==> src/rtl/lclk_pkg.sv <==
// Shared constants, handshake state type and divider sizing helper for the line clock.
package lclk_pkg;

  localparam logic        REG_OFFSET = 1'b0;
  localparam int unsigned MON_BIT    = 7;
  localparam int unsigned IE_BIT     = 6;

  typedef enum logic {
    IDLE = 1'b0,
    VEC  = 1'b1
  } hs_state_t;

  // Never returns 0 so that an illegal DIV still yields a legal vector width.
  function automatic int unsigned div_width(input int unsigned clk, input int unsigned tick);
    int unsigned div;
    div = clk / tick;
    return (div < 2) ? 1 : $clog2(div);
  endfunction

endpackage

==> src/rtl/lclk_debounce.sv <==
// Front-panel enable button: synchroniser, tick-rate shift debounce and toggle latch.
module lclk_debounce #(
  parameter int unsigned DEB_STAGES = 2,
  parameter logic        TIMER_INIT = 1'b1
) (
  input  logic i_clk,
  input  logic i_rst,
  input  logic i_en,
  input  logic i_button,
  output logic o_status
);

  if (DEB_STAGES < 2) begin : g_deb_chk
    $error("lclk_debounce: DEB_STAGES must be at least 2");
  end

  logic [1:0]            r_sync;
  logic [DEB_STAGES-1:0] r_shift;
  logic                  r_latch;
  logic                  r_status;

  // The latch makes a held button toggle exactly once until it is seen fully released.
  always_ff @(posedge i_clk) begin
    if (i_rst) begin
      r_sync   <= '0;
      r_shift  <= '0;
      r_latch  <= 1'b0;
      r_status <= TIMER_INIT;
    end else begin
      r_sync <= {r_sync[0], i_button};
      if (i_en) begin
        r_shift <= {r_shift[DEB_STAGES-2:0], r_sync[1]};
      end
      if ((r_shift == '1) && !r_latch) begin
        r_status <= ~r_status;
        r_latch  <= 1'b1;
      end else if (r_shift == '0) begin
        r_latch <= 1'b0;
      end
    end
  end

  assign o_status = r_status;

endmodule

==> src/rtl/line_clock_wb.sv <==
// Line-clock interrupt source: divider, debounced enable, vectored istb/iack handshake.
// Optional LCLK_SOFTREG_EN adds the Wishbone status register (MON/IE); otherwise IE is tied to 1.
module line_clock_wb
  import lclk_pkg::*;
#(
  parameter int unsigned CLK_HZ     = 100000000,
  parameter int unsigned TICK_HZ    = 50,
  parameter logic [15:0] VECTOR     = 16'o000100,
  parameter int unsigned DEB_STAGES = 2,
  parameter logic        TIMER_INIT = 1'b1
) (
  input  logic        wb_clk_i,
  input  logic        wb_rst_i,
  input  logic        wb_adr_i,
  input  logic [15:0] wb_dat_i,
  output logic [15:0] wb_dat_o,
  input  logic        wb_cyc_i,
  input  logic        wb_stb_i,
  input  logic        wb_we_i,
  input  logic [1:0]  wb_sel_i,
  output logic        wb_ack_o,
  output logic        irq_o,
  input  logic        istb_i,
  output logic        iack_o,
  output logic [15:0] ivec_o,
  output logic        tick_o,
  input  logic        button_i,
  output logic        timer_status
);

  localparam int unsigned DIV   = CLK_HZ / TICK_HZ;
  localparam int unsigned CNT_W = div_width(CLK_HZ, TICK_HZ);

  if (DIV < 2) begin : g_div_chk
    $error("line_clock_wb: CLK_HZ/TICK_HZ must be at least 2");
  end

  logic [CNT_W-1:0] r_cnt;
  logic             w_raw;
  logic             w_status;

  assign w_raw = (r_cnt == CNT_W'(DIV - 1));

  always_ff @(posedge wb_clk_i) begin
    if (wb_rst_i) begin
      r_cnt <= '0;
    end else if (w_raw) begin
      r_cnt <= '0;
    end else begin
      r_cnt <= r_cnt + 1'b1;
    end
  end

  // The debounce samples on the raw tick so the button can re-enable a stopped clock.
  lclk_debounce #(
    .DEB_STAGES (DEB_STAGES),
    .TIMER_INIT (TIMER_INIT)
  ) u_debounce (
    .i_clk    (wb_clk_i),
    .i_rst    (wb_rst_i),
    .i_en     (w_raw),
    .i_button (button_i),
    .o_status (w_status)
  );

  assign tick_o       = w_raw & w_status;
  assign timer_status = w_status;

  logic w_req;
  logic r_ack;

  assign w_req = wb_cyc_i & wb_stb_i;

  always_ff @(posedge wb_clk_i) begin
    if (wb_rst_i) begin
      r_ack <= 1'b0;
    end else begin
      r_ack <= w_req;
    end
  end

  assign wb_ack_o = r_ack;

  logic        w_ie;
  logic        w_ie_clr;
  logic [15:0] w_rdata;

`ifdef LCLK_SOFTREG_EN
  logic w_wr;
  logic r_ie;
  logic r_mon;
  logic w_unused;

  assign w_wr = w_req & wb_we_i & ~r_ack & (wb_adr_i == REG_OFFSET) & wb_sel_i[0];

  always_ff @(posedge wb_clk_i) begin
    if (wb_rst_i) begin
      r_ie  <= 1'b0;
      r_mon <= 1'b0;
    end else begin
      if (w_wr) begin
        r_ie <= wb_dat_i[IE_BIT];
      end
      if (tick_o) begin
        r_mon <= 1'b1;
      end else if (w_wr && !wb_dat_i[MON_BIT]) begin
        r_mon <= 1'b0;
      end
    end
  end

  always_comb begin
    w_rdata          = '0;
    w_rdata[MON_BIT] = r_mon;
    w_rdata[IE_BIT]  = r_ie;
  end

  assign w_ie     = r_ie;
  assign w_ie_clr = w_wr & ~wb_dat_i[IE_BIT];
  assign w_unused = ^{wb_dat_i[15:8], wb_dat_i[5:0], wb_sel_i[1]};
`else
  logic w_unused;

  assign w_rdata  = '0;
  assign w_ie     = 1'b1;
  assign w_ie_clr = 1'b0;
  assign w_unused = ^{wb_adr_i, wb_dat_i, wb_we_i, wb_sel_i};
`endif

  assign wb_dat_o = (r_ack && (wb_adr_i == REG_OFFSET)) ? w_rdata : '0;

  hs_state_t   r_state;
  hs_state_t   w_state_nxt;
  logic        w_take;
  logic        w_iack;
  logic [15:0] w_ivec;
  logic        r_pending;

  // A tick landing on the acknowledge cycle re-arms the request; an IE clear overrides both.
  always_ff @(posedge wb_clk_i) begin
    if (wb_rst_i) begin
      r_pending <= 1'b0;
    end else if (w_ie_clr) begin
      r_pending <= 1'b0;
    end else if (tick_o && w_ie) begin
      r_pending <= 1'b1;
    end else if (w_take) begin
      r_pending <= 1'b0;
    end
  end

  always_ff @(posedge wb_clk_i) begin
    if (wb_rst_i) begin
      r_state <= IDLE;
    end else begin
      r_state <= w_state_nxt;
    end
  end

  always_comb begin
    w_state_nxt = r_state;
    w_take      = 1'b0;
    w_iack      = 1'b0;
    w_ivec      = '0;
    case (r_state)
      IDLE: begin
        if (istb_i && r_pending) begin
          w_take      = 1'b1;
          w_state_nxt = VEC;
        end
      end
      VEC: begin
        w_iack = 1'b1;
        w_ivec = VECTOR;
        if (!istb_i) begin
          w_state_nxt = IDLE;
        end
      end
      default: w_state_nxt = IDLE;
    endcase
  end

  assign irq_o  = r_pending;
  assign iack_o = w_iack;
  assign ivec_o = w_ivec;

endmodule
==> config.mk <==
export PLATFORM = sky130hd
export DESIGN_NAME = line_clock_wb
export DESIGN_NICKNAME = d
export VERILOG_FILES = /design/src/rtl/lclk_pkg.sv /design/src/rtl/lclk_debounce.sv /design/src/rtl/line_clock_wb.sv
export SDC_FILE = /design/constraint.sdc
export NUM_CORES = 1
export LEC_CHECK = 0
export CAP_MARGIN = 5
export CORE_MARGIN = 10
export CORE_UTILIZATION = 48
export CTS_BUF_LIST = sky130_fd_sc_hd__clkbuf_4 sky130_fd_sc_hd__clkbuf_8
export CTS_CLUSTER_DIAMETER = 200
export CTS_CLUSTER_SIZE = 30
export DETAILED_ROUTE_END_ITERATION = 10
export HOLD_SLACK_MARGIN = 0.03
export PLACE_DENSITY = 0.92
export SLEW_MARGIN = 20
export SYNTH_ARGS = -nofsm -noshare
export SYNTH_HDL_FRONTEND = slang
export SYNTH_SLANG_ARGS = --single-unit
==> constraint.sdc <==
create_clock -name wb_clk_i -period 4.12 [get_ports wb_clk_i]
set_clock_uncertainty 0.05 [all_clocks]
set_input_delay 1.236 -clock wb_clk_i [delete_from_list [all_inputs] [get_ports wb_clk_i]]
set_output_delay 1.236 -clock wb_clk_i [all_outputs]
set_load 0.1 [all_outputs]
==> impl_metrics.json <==
{
  "drv_slew": 0,
  "synth_edf_count": 0,
  "synthesis.instances": 182,
  "critPathLaunch": "r_cnt[0]",
  "cts.htree.levels": 2,
  "fin_crit_sh": 0.829,
  "synth_xor_area_frac": 0.0787,
  "holdBufCountCts": 0,
  "ant_nets": 0,
  "p_per_area_mw_per_mm2": 410,
  "timing.final.hold_violations": 0,
  "end_kind": "primary output",
  "clock.fmax_mhz": 293,
  "initial_core_util": 0.507,
  "crit_type": "flop to primary output",
  "routedWlPerCell_um": 12.3,
  "setup_viol": 0,
  "postCtsSetupBuffers": 0,
  "arrival_ns": 2.13,
  "fill_cells": 294,
  "status": "complete, no violations",
  "synthSimpleGateAreaFrac": 0.262,
  "synth_compound_area_frac": 0.0738,
  "synth_area_mm2": 0.00156,
  "dr_total_vias": 1174,
  "slew_headroom": 0.340,
  "design.core.area_mm2": 0.00308,
  "rsz0062_at_grt": "no",
  "cts_sinks": 30,
  "num_rows": 20,
  "cp-start-kind": "flop",
  "synth_top_family_by_area": "simple AND/OR/NAND/NOR gates",
  "netlist.area_leader.share": 0.385,
  "cts_root_buf": "clkbuf_4",
  "max-clock-path-buffers": 2,
  "worst_pin_slew_ns": 0.987,
  "clk_pin_slew_worst_paths_ns": 0.10,
  "remaining_drc_errors": 0,
  "cap_violations": 0,
  "yosys-top-cells-area": "dfxtp_1, buf_4, nor2_1",
  "hold_class": "flop to flop",
  "dpl.hpwl_mm": 2.17,
  "antenna_found_initial": 0,
  "muxShareOfSynthArea": 0,
  "cts_resized": 0,
  "dieHeight_um": 77.0,
  "hp-start": "u_debounce.r_sync[0]",
  "synth.distinct_cells": 33,
  "syn_to_final_growth_pct": 4.57,
  "vias_per_cell": 4.95,
  "cellLeakagePower_nw": 0.631,
  "n_antenna_cell": 0,
  "io_pins": 63,
  "ys_seq_area_frac": 0.385,
  "dr.pass1.iters": 4,
  "setup_tns_ns": 0,
  "port_buffers": 11,
  "grt_max_degree": 21,
  "synth_commonest_cells": "buf_4, dfxtp_1, nor2_1, nand3_1",
  "crit_path_max_fanout": 7,
  "syn_area_per_cell_um2": 8.57,
  "cp.required_ns": 2.83,
  "fin_util": 0.530,
  "async_flop_share": 0,
  "r2r-start": "r_cnt[0]",
  "hold-worst-slack_ns": 0.399,
  "worstRegToRegCells": 5,
  "dieArea_mm2": 0.00593,
  "wl_mm": 2.91,
  "yosys.area_share.adder": 0.00803,
  "whs_path_depth": 1,
  "synthFlopType": "dfxtp_1",
  "die_w_um": 77.0,
  "nets": 219,
  "grt_pass1_wl_mm": 4.80,
  "max-vdd-ir-drop_uv": 309,
  "cts_tree": "yes",
  "overflow": 0,
  "ys_ff_latch": 30,
  "multi_input_area_um2": 774,
  "cts_made_buffers": 5,
  "final.min_clock_period_ns": 3.42,
  "synth_warnings": 0,
  "synth.most_common_cell": "buf_4",
  "drive_gt1_frac": 0.0725,
  "track_usage": 0.0960,
  "drtIter0Drc": 56,
  "clock_latency_ns": 0.33,
  "yosysTopAreaCell": "dfxtp_1",
  "register_area_um2": 601,
  "first_global_vias": 1102,
  "routabilityCongestion": 0.838
}
## layout make-up
cell class                 instances  share of cell area
inverter                           4             0.00921
sequential                        30               0.368
clock buffer                       5              0.0230
tap                               44              0.0338
multi-input combinational        140               0.475
clock inverter                     3              0.0246
timing repair buffer              11              0.0660
## cell usage in the layout, fill, tap and decap left out
master,count
nor4b_1,2
and3_1,3
nor3b_1,1
nand3b_1,1
ha_1,1
o21ai_0,7
conb_1,31
or4_4,1
clkbuf_4,5
clkdlybuf4s50_1,10
nor4_1,2
and4_1,5
xor2_1,6
and2_1,3
o31ai_1,2
nand2_4,1
a21o_1,1
or3b_2,1
bufinv_16,1
nand2_1,8
clkinv_2,2
buf_4,1
nor2_1,19
a21oi_1,8
nand4_1,7
inv_1,4
or3_1,2
nor2b_1,2
a21oi_2,1
dfxtp_1,30
nor3_1,5
xnor2_1,8
a31o_2,1
nand3_1,11
## critical path, stage by stage (launching register included)
cell and delay [ns]:
dfxtp_1 0.41, ha_1 0.28, and2_1 0.35, and4_1 0.31, nand3_1 0.11, inv_1 0.06
buf_4 0.28
## flip-flops by register name, indices dropped and copies added, names as in the netlist
signal,count
irq_o,1
r_cnt,21
r_state,1
u_debounce.o_status,1
u_debounce.r_latch,1
u_debounce.r_shift,2
u_debounce.r_sync,2
wb_ack_o,1
## kinds of logic after synthesis
logic type / after synthesis
buffers and inverters: 42
AO/OA/AOI/OAI: 20
other: 1
AND/OR/NAND/NOR: 74
adder cells (fa/ha/maj): 1
flip-flops: 30
XOR/XNOR: 14
## through the flow
step	setup WS (ns)	total power [W]	std cells	area [µm²]
floorplan	0.984	0.000460	212	1670
global placement	1.09	0.000444	229	1550
detailed placement	1.08	0.000444	229	1550
CTS	0.682	0.000675	237	1630
global route	0.526	0.000691	237	1630
finish	0.705	0.000669	237	1630
## layer usage
layer  share of wire  GRT usage
met1            0.42      0.102
met2            0.51      0.158
met3           0.065     0.0490
met4          0.0041     0.0401
met5               0          0
## where the power goes
| part | switching, W | internal, W | total, W | leakage, nW |
|---|---|---|---|---|
| Sequential | 0.00000349 | 0.000294 | 0.000297 | 0.243 |
| Combinational | 0.000134 | 0.00000801 | 0.000142 | 0.343 |
| Clock | 0.000104 | 0.000126 | 0.000230 | 0.0450 |
| Total | 0.000242 | 0.000427 | 0.000669 | 0.631 |
## path summary, 6_finish.rpt
check / end / slack [ns]
setup / recovery: tick_o / 0.70
hold / removal: u_debounce.r_sync[1] / 0.40
setup reg to reg: r_cnt[8] / 1.91
hold reg to reg: u_debounce.r_sync[1] / 0.40
Power figures use the tool's default switching activity.
